$ cat src/rtl/instr_fetch_unit_pkg.sv
// Shared definitions for the instruction fetch unit.
//   - fetch FSM state encoding (2 bits)
//   - default reset PC
//   - next-PC source select encoding plus the priority decode that picks it
// Opcode values remain in instructions_define.vh; nothing here depends on them.
package instr_fetch_unit_pkg;

    localparam logic [31:0] RESET_PC_DEFAULT = 32'h0000_3000;

    typedef enum logic [1:0] {
        ST_FETCH  = 2'd0,
        ST_WAIT   = 2'd1,
        ST_DECODE = 2'd2
    } fetch_state_e;

    typedef enum logic [1:0] {
        NPC_SEQ    = 2'd0,  // pc + 4
        NPC_BRANCH = 2'd1,  // pc + 4 + sign-extended word offset
        NPC_JUMP   = 2'd2,  // 26-bit region jump (j / jal)
        NPC_JR     = 2'd3   // register target
    } npc_src_e;

    // jal also raises nPC_sel, so the jump selects must outrank the branch.
    function automatic npc_src_e npc_select(input logic jr, input logic j,
                                            input logic jal, input logic npc_sel,
                                            input logic br_taken);
        if (jr)                      return NPC_JR;
        else if (j || jal)           return NPC_JUMP;
        else if (npc_sel && br_taken) return NPC_BRANCH;
        else                         return NPC_SEQ;
    endfunction

endpackage

$ cat src/rtl/instr_fetch_unit_npc_calc.sv
// Combinational next-PC calculation for the instruction in IR.
// Ports:
//   pc_plus4   in   AW  sequential successor of the current pc
//   target     in   26  ir[25:0]; low 16 bits double as the branch immediate
//   nPC_sel    in   1   branch/jump PC select from the decoder
//   J, jal, jr in   1   jump-type selects
//   br_taken   in   1   ALU branch condition
//   rs_data    in   32  jr target
//   npc        out  AW  next pc (modulo 2^AW)
//   misalign   out  1   jr target had nonzero low bits (they are forced to 0)
module instr_fetch_unit_npc_calc
    import instr_fetch_unit_pkg::*;
#(
    parameter int AW = 32
) (
    input  logic [AW-1:0] pc_plus4,
    input  logic [25:0]   target,
    input  logic          nPC_sel,
    input  logic          J,
    input  logic          jal,
    input  logic          jr,
    input  logic          br_taken,
    input  logic [31:0]   rs_data,
    output logic [AW-1:0] npc,
    output logic          misalign
);

    npc_src_e          src;
    logic signed [31:0] br_off;

    assign src      = npc_select(jr, J, jal, nPC_sel, br_taken);
    assign br_off   = {{14{target[15]}}, target[15:0], 2'b00};
    assign misalign = jr && (rs_data[1:0] != 2'b00);

    always_comb begin
        npc = pc_plus4;
        case (src)
            NPC_JR:     npc = AW'({rs_data[31:2], 2'b00});
            NPC_JUMP:   npc = {pc_plus4[AW-1:28], target, 2'b00};
            NPC_BRANCH: npc = pc_plus4 + AW'(br_off);
            default:    npc = pc_plus4;
        endcase
    end

endmodule

$ cat src/rtl/instr_fetch_unit.sv
// Fetch stage: owns the PC, reads instruction memory, latches IR for the
// decoder and advances the PC when the datapath commits.
// One instruction in flight; memory latency is unbounded.
// Ports:
//   clk, reset        clock, synchronous active-high reset
//   imem_req/addr     read request (held until imem_ready) and address (= pc)
//   imem_ready/rdata  response strobe and instruction word
//   ir, ir_valid, pc  latched instruction, its validity and its address
//   pc_plus4          pc + 4 (jal link value), combinational
//   commit            datapath finished the instruction in ir
//   nPC_sel, J, jal, jr, br_taken, rs_data   next-pc controls
//   misalign          1-cycle pulse when a committed jr target was unaligned
module instr_fetch_unit
    import instr_fetch_unit_pkg::*;
#(
    parameter logic [31:0] RESET_PC = RESET_PC_DEFAULT,
    parameter int          AW       = 32
) (
    input  logic          clk,
    input  logic          reset,
    output logic          imem_req,
    output logic [AW-1:0] imem_addr,
    input  logic          imem_ready,
    input  logic [31:0]   imem_rdata,
    output logic [31:0]   ir,
    output logic          ir_valid,
    output logic [AW-1:0] pc,
    output logic [AW-1:0] pc_plus4,
    input  logic          commit,
    input  logic          nPC_sel,
    input  logic          J,
    input  logic          jal,
    input  logic          jr,
    input  logic          br_taken,
    input  logic [31:0]   rs_data,
    output logic          misalign
);

    fetch_state_e  state;
    logic [AW-1:0] npc;
    logic          npc_misalign;

    assign pc_plus4  = pc + AW'(4);
    assign imem_addr = pc;

    instr_fetch_unit_npc_calc #(.AW(AW)) u_npc (
        .pc_plus4 (pc_plus4),
        .target   (ir[25:0]),
        .nPC_sel  (nPC_sel),
        .J        (J),
        .jal      (jal),
        .jr       (jr),
        .br_taken (br_taken),
        .rs_data  (rs_data),
        .npc      (npc),
        .misalign (npc_misalign)
    );

    // imem_req is a registered output. Out of reset it rises one cycle after
    // FETCH is entered; after a commit it is raised together with the pc
    // update, so the next request appears the cycle after commit.
    always_ff @(posedge clk) begin
        if (reset) begin
            state    <= ST_FETCH;
            pc       <= AW'(RESET_PC);
            ir       <= '0;
            ir_valid <= 1'b0;
            imem_req <= 1'b0;
            misalign <= 1'b0;
        end else begin
            misalign <= 1'b0;
            case (state)
                ST_FETCH, ST_WAIT: begin
                    if (imem_req && imem_ready) begin
                        ir       <= imem_rdata;
                        ir_valid <= 1'b1;
                        imem_req <= 1'b0;
                        state    <= ST_DECODE;
                    end else begin
                        imem_req <= 1'b1;
                        state    <= imem_req ? ST_WAIT : ST_FETCH;
                    end
                end
                ST_DECODE: begin
                    if (commit) begin
                        pc       <= npc;
                        ir_valid <= 1'b0;
                        imem_req <= 1'b1;
                        misalign <= npc_misalign;
                        state    <= ST_FETCH;
                    end
                end
                default: begin
                    state    <= ST_FETCH;
                    imem_req <= 1'b0;
                end
            endcase
        end
    end

endmodule

$ cat config.mk
export PLATFORM = sky130hd
export DESIGN_NAME = instr_fetch_unit
export DESIGN_NICKNAME = d
export VERILOG_FILES = /design/src/rtl/instr_fetch_unit_pkg.sv /design/src/rtl/instr_fetch_unit_npc_calc.sv /design/src/rtl/instr_fetch_unit.sv
export SDC_FILE = /design/constraint.sdc
export NUM_CORES = 1
export LEC_CHECK = 0
export BUFFER_PORTS_ARGS = -buffer_cell sky130_fd_sc_hd__buf_2
export CORE_UTILIZATION = 30
export CTS_CLUSTER_DIAMETER = 60
export DETAILED_ROUTE_END_ITERATION = 6
export SLEW_MARGIN = 40
export SYNTH_ARGS = -nofsm -noshare
export SYNTH_HDL_FRONTEND = slang
export SYNTH_HIERARCHICAL = 1
export SYNTH_SLANG_ARGS = --single-unit
$ cat constraint.sdc
create_clock -name clk -period 4.85 [get_ports clk]
set_clock_uncertainty 0.05 [all_clocks]
set_input_delay 0.2425 -clock clk [delete_from_list [all_inputs] [get_ports clk]]
set_output_delay 0.2425 -clock clk [all_outputs]
set_load 0.005 [all_outputs]
Word level (Yosys, flattened, before mapping)
Index checks and enable logic that the tools add are counted.
- divide/modulo/power cells: 0
- bitwise operators: 2
- shift-type cells: 0
- $lt $le $gt $ge: 0
- multiply operators: 0
- add/subtract/negate cells: 2
- eq/ne operators: 7
- multiplexer cells: 14
- reductions and logical operators: 12
- operator list (kind ; count):
    $pmux 32 s3 ; 1
    $add 32x3->32 const B ; 1
    $add 32x32->32 ; 1
    $mux 2 ; 4
    $eq 2x2->1 const B ; 3
    $mux 1 ; 6
    $eq 2x1->1 const B ; 2
    $ne 2x2->1 const B ; 2
    $pmux 1 s2 ; 2
    $pmux 2 s2 ; 1
    $reduce_and 2->1 ; 2
    $reduce_bool 2->1 ; 2
    $logic_and 1x1->1 ; 3
    $reduce_and 3->1 ; 1
    $reduce_or 3->1 ; 1
    $logic_not 2->1 ; 1
    $not 1->1 ; 2
    $reduce_or 2->1 ; 1
    $logic_or 1x1->1 ; 1
- logic and storage cells: 43
- bits in read-only memories: 0
- memories: 0
- register bits after elaboration: 69
- bits in writable memories: 0
- latch bits: 0

Longest topological paths before layout
- word-level depth: 6
- gate-level depth with buffers: 16
- gate-level depth less buffers: 15

By module
Netlist, hierarchy kept.
- modules (own cells, without submodules) (module ; cells an instance ; area an instance (µm²) ; instances):
    instr_fetch_unit ; 410 ; 3211.8 ; 1
    instr_fetch_unit_npc_calc ; 384 ; 2521.2 ; 1

Worst setup path before layout
OpenSTA, ideal clock, no wires.
- path kind: register to register
- start point: register pc[2], in the netlist imem_addr[2]
- end point: register pc[31], in the netlist imem_addr[31]
- slack: 1.259 ns
- stages on the path, launching flop included: 17
- arrival: 3.470 ns
- period minus slack after synthesis: 3.591 ns
- data required time: 4.730 ns
- setup time: 0.070 ns
- path through: dfxtp_1 -> ha_1 -> nand3_1 -> nor4_4 -> nand4_1 -> xnor2_1 -> ha_1 -> buf_6 -> a21oi_2 -> o21ai_1 -> or4_4 -> nor3_2 -> nor3_1 -> or3_1 -> a31oi_1 -> nand2_1 -> a21oi_1
- cells in the longest elaborated chain, start to end: 3
- ends and longest elaborated chain (item ; RTL line ; RTL):
    start: declaration ; instr_fetch_unit.sv:27 ; output logic [AW-1:0] pc,
    start signal: assignment ; instr_fetch_unit.sv:65 ; pc <= AW'(RESET_PC);
    start signal: assignment ; instr_fetch_unit.sv:86 ; pc <= npc;
    $add 32x3->32 ; instr_fetch_unit.sv:43 ; assign pc_plus4 = pc + AW'(4);
    named net pc_plus4[18] ; instr_fetch_unit.sv:28 ; output logic [AW-1:0] pc_plus4,
    $add 32x32->32 ; instr_fetch_unit_npc_calc.sv:40 ; NPC_BRANCH: npc = pc_plus4 + AW'(br_off);
    $pmux 32 s3 ; instr_fetch_unit_npc_calc.sv:37 ; case (src)
    named net npc[31] ; instr_fetch_unit.sv:40 ; logic [AW-1:0] npc;
The timed path passes the listed nets, and every way through them passes these cells.
A chain may end at the register's enable or synchronous reset.

Final worst setup path
- start point: register pc[2], in the netlist imem_addr[2]
- end point: register pc[31], in the netlist imem_addr[31]
- cells in the longest elaborated chain, start to end: 3
- ends and longest elaborated chain (item ; RTL line):
    $add 32x3->32 (*) ; instr_fetch_unit.sv:43
    $add 32x32->32 ; instr_fetch_unit_npc_calc.sv:40
    $pmux 32 s3 (*) ; instr_fetch_unit_npc_calc.sv:37
    named net npc[31] ; instr_fetch_unit.sv:40
The timed path passes the listed nets; every way through them passes the cells marked *.

==> results summary <==
The total setup violations reported at the end of the flow is 0. The total routing usage reported by global routing came out at 22.0%. The repair_antennas step left the layout with diodes totalling 0. The final worst-path cycle share is 86.1%.

The area share of the largest cell type after synthesis is 24.1%. The data arrival time of the critical path came out at 4.38 ns. The floorplan step defined a die boundary enclosing 19700 um^2. The fraction of synthesis flops using an asynchronous set or reset pin came out at 0%. The detailed router finished its first iteration with 531 violations. In the final routed layout, each cell accounts on average for 18.6 um. STA classifies the critical path startpoint as a flop. The cell area after placement is 6690 um^2. For the pin with the worst max-slew slack, the measured transition is 0.848 ns. The HPWL reported at the end of detailed placement came out at 17.0 mm. The core footprint came out at 18700 um^2. Once detail routing completed, the nets flagged for antenna violations numbered 0.

The floorplan die height came out at 140 um. The yosys synthesis warning count came out at 6. By count the netlist is led by sky130_fd_sc_hd__nand2_1 (172), sky130_fd_sc_hd__a21oi_1 (111), sky130_fd_sc_hd__dfxtp_1 (69).

Counting distinct cell types in the post-synthesis netlist gives 76. The cell depth of the worst flop-to-flop path is 15. The clock tree from TritonCTS is yes. The fraction of the yosys area taken by sequential cells came out at 24.1%. The setup slack of the most critical reg-to-reg path is 0.68 ns. sky130_fd_sc_hd__nand2_1 is the most common cell in the netlist. The starting density of the core came out at 30.6%. Counting every sink on the clock net gives 69.

The number of DRC violations after detailed routing came out at 0. The type of the worst min-delay path is in -> reg. The run finished with clean final reports.

In this run the worst setup path begins at imem_addr[2]. The wire length of the first global-routing pass is 33.4 mm. The pre-CTS worst setup slack came out at 0.777 ns.

The number of global-route vias before repair is 5781. The number of core rows is 50. Max-cap violations in this run came to 0. The number of flops mapped to enable cells by yosys came out at 0. The hold slack is 0.0434 ns. The largest fanout on the critical path is 8. After clock tree synthesis, the setup repair step added 0 buffers. The number of buffers added to fix hold violations after cts is 0.

The number of max-slew violations in the final report is 0. The die boundary width came out at 140 um. Synthesis handed over a netlist of 794 instances.

The cell count after placement is 1165. The final layout contains routed wiring with a total length of 22.0 mm. Counting along the longest clock path gives a buffer depth of 2. For this run, the detailed router's first-pass iteration total came to 5. The total number of vias came out at 6355. In this run the clock root is driven by a sky130_fd_sc_hd__clkbuf_16. The insertion delay of the later-clocked pin in the worst-skew pair is 0.34 ns. At the worst endpoint, the required time is 5.06 ns. The count of endpoints failing hold in the final timing report is 0.

Summing the areas of all compound-gate instances in the mapped netlist gives 27.2% of the synthesized area. Setup repair after global routing left no endpoint under its margin. The overall power of the completed layout came out at 1.58 mW.

Cells fill 37.5% of the core in the end. The most used flip-flop cell after synthesis is sky130_fd_sc_hd__dfxtp_1. The depth of the CTS H-tree is 3. The final layout contains 1047 nets.

The worst slew margin relative to its limit came out at 43.3%. The final cell count without fillers is 1182. The combinational family with the most area after synthesis is compound AO/OA/AOI/OAI gates. In this run the critical register-to-register path is captured at imem_addr[31]. The critical path ends at imem_addr[31]. STA classifies the critical path endpoint as a flop.

The post-synthesis share of cell area spent on xor and xnor gates came out at 6.72%. The initial antenna violation count came out at 0. The arithmetic-cell share of the synthesized area counting full adders, half adders and majority gates is 6.90%.

The I/O pin count came out at 204. The netlist area before placement is 5730 um^2. Entering global routing, the biggest net connects 70 pins.

For the final routed database, the setup TNS stands at 0 ns. The worst-case IR drop observed on VDD is 0.196 mV. The fraction of layout cells with a size suffix above 1 came out at 27.5%. sky130_fd_sc_hd__dfxtp_1 takes more of the synthesized area than any other cell. The timing-limited maximum frequency came out at 240 MHz. Ranked by total cell area, the synthesized netlist is headed by sky130_fd_sc_hd__dfxtp_1 (24%), sky130_fd_sc_hd__nand2_1 (11%), sky130_fd_sc_hd__a21oi_1 (9.7%). The worst setup path is of the reg -> reg kind.

The leakage power is 3.20 nW. Clock-pin slew was measured on the worst setup and hold paths at 0.06 ns. In this run the mean area of a mapped cell was 7.22 um^2. The power density relative to cell area is 226 nW/um^2.

The worst register-to-register path begins at imem_addr[2]. The number of buffers inserted by port buffering is 203. After clock tree synthesis, the repair step resized 0 gates. The setup slack after layout is 0.676 ns. The post-synthesis to final-layout area growth is 22.3%.

In the synthesized netlist, mux cells make up 0.175% of the area. The via-per-instance ratio came out at 5.38. The number of nets in the synthesized netlist is 898.

The area of all placed cells without fillers is 7010 um^2. The final period demand of the worst path is 4.17 ns. The final weighted congestion in routability-driven placement came out at 0.939. The synthesis-stage register bit count is 69. The number of clock buffers inserted by TritonCTS came out at 9.

The post-synthesis simple-gate area fraction is 26.3%. Global routing finished with a remaining overflow of 0.
==> worst min-delay path by stage <==
stage	start	to	slack, ns	cells past startpoint
finish	imem_ready	state[0]	0.04	2
global route	imem_ready	state[0]	0.04	2
CTS	imem_ready	state[0]	0.03	2
detailed placement	imem_ready	state[0]	0.39	2
global placement	imem_ready	state[0]	0.38	2
floorplan	imem_ready	state[0]	0.27	1
==> registers in the layout, summed over array words and instances, names as in the netlist <==
register / flops
ir: 32
imem_req: 1
state: 2
ir_valid: 1
misalign: 1
imem_addr: 32
==> critical path, cell delays in order (launching register included) <==
cell and delay, ns:
sky130_fd_sc_hd__dfxtp_1 0.45, sky130_fd_sc_hd__ha_1 0.29, sky130_fd_sc_hd__nand3_1 0.18, sky130_fd_sc_hd__nor4_4 0.41, sky130_fd_sc_hd__nand4_1 0.18, sky130_fd_sc_hd__xnor2_1 0.31, sky130_fd_sc_hd__ha_1 0.38, sky130_fd_sc_hd__a21oi_2 0.19
sky130_fd_sc_hd__o21ai_1 0.13, sky130_fd_sc_hd__or4_4 0.49, sky130_fd_sc_hd__nor3_2 0.19, sky130_fd_sc_hd__nor3_1 0.10, sky130_fd_sc_hd__or3_1 0.32, sky130_fd_sc_hd__a31oi_1 0.17, sky130_fd_sc_hd__nand2_1 0.08, sky130_fd_sc_hd__a21oi_1 0.15
==> report_power, final <==
| group | internal [mW] | switching [mW] | leakage, nW |
|---|---|---|---|
| Clock | 0.437 | 0.252 | 0.158 |
| Sequential | 0.588 | 0.0297 | 0.560 |
| Combinational | 0.113 | 0.165 | 2.48 |
| Total | 1.14 | 0.447 | 3.20 |
==> cells in the final DEF, fill, tap and decap left out, drive strengths merged, types with 16 or more instances in the layout <==
master and instances:
buf 217, nand2 173, a21oi 117, dfxtp 69, xnor2 36, o21ai 33, nor2 32, ha 30
nand3 23, nand4 22, o22ai 20, and3 16
==> logic make-up (layout without fill, tap and decap cells) <==
kind of cell,after synthesis,after routing
compound gates,246,246
xor+xnor,44,44
fa+ha+maj,31,31
buf+inv,91,245
flops,69,69
mux,1,1
simple gates,312,312
==> routing by layer <==
layer | wire length [um] | share of wire [%] | track usage, % | vias to the layer above
met5 | 0 | 0 | 0 | -
met4 | 439 | 2.0 | 7.40 | 0
met3 | 1500 | 6.8 | 4.27 | 33
met2 | 10100 | 46 | 35.3 | 243
met1 | 9940 | 45 | 29.4 | 2946
li1 | - | - | - | 3133
==> layout make-up <==
| class | instances | area [um^2] |
|---|---|---|
| fill | 2011 | 11700 |
| multi-input combinational | 634 | 3860 |
| sequential | 69 | 1380 |
| timing repair buffer | 217 | 1120 |
| tap | 234 | 293 |
| clock buffer | 12 | 267 |
| clock inverter | 4 | 45.0 |
| inverter | 12 | 45.0 |
(Power assumes the default switching activity.)
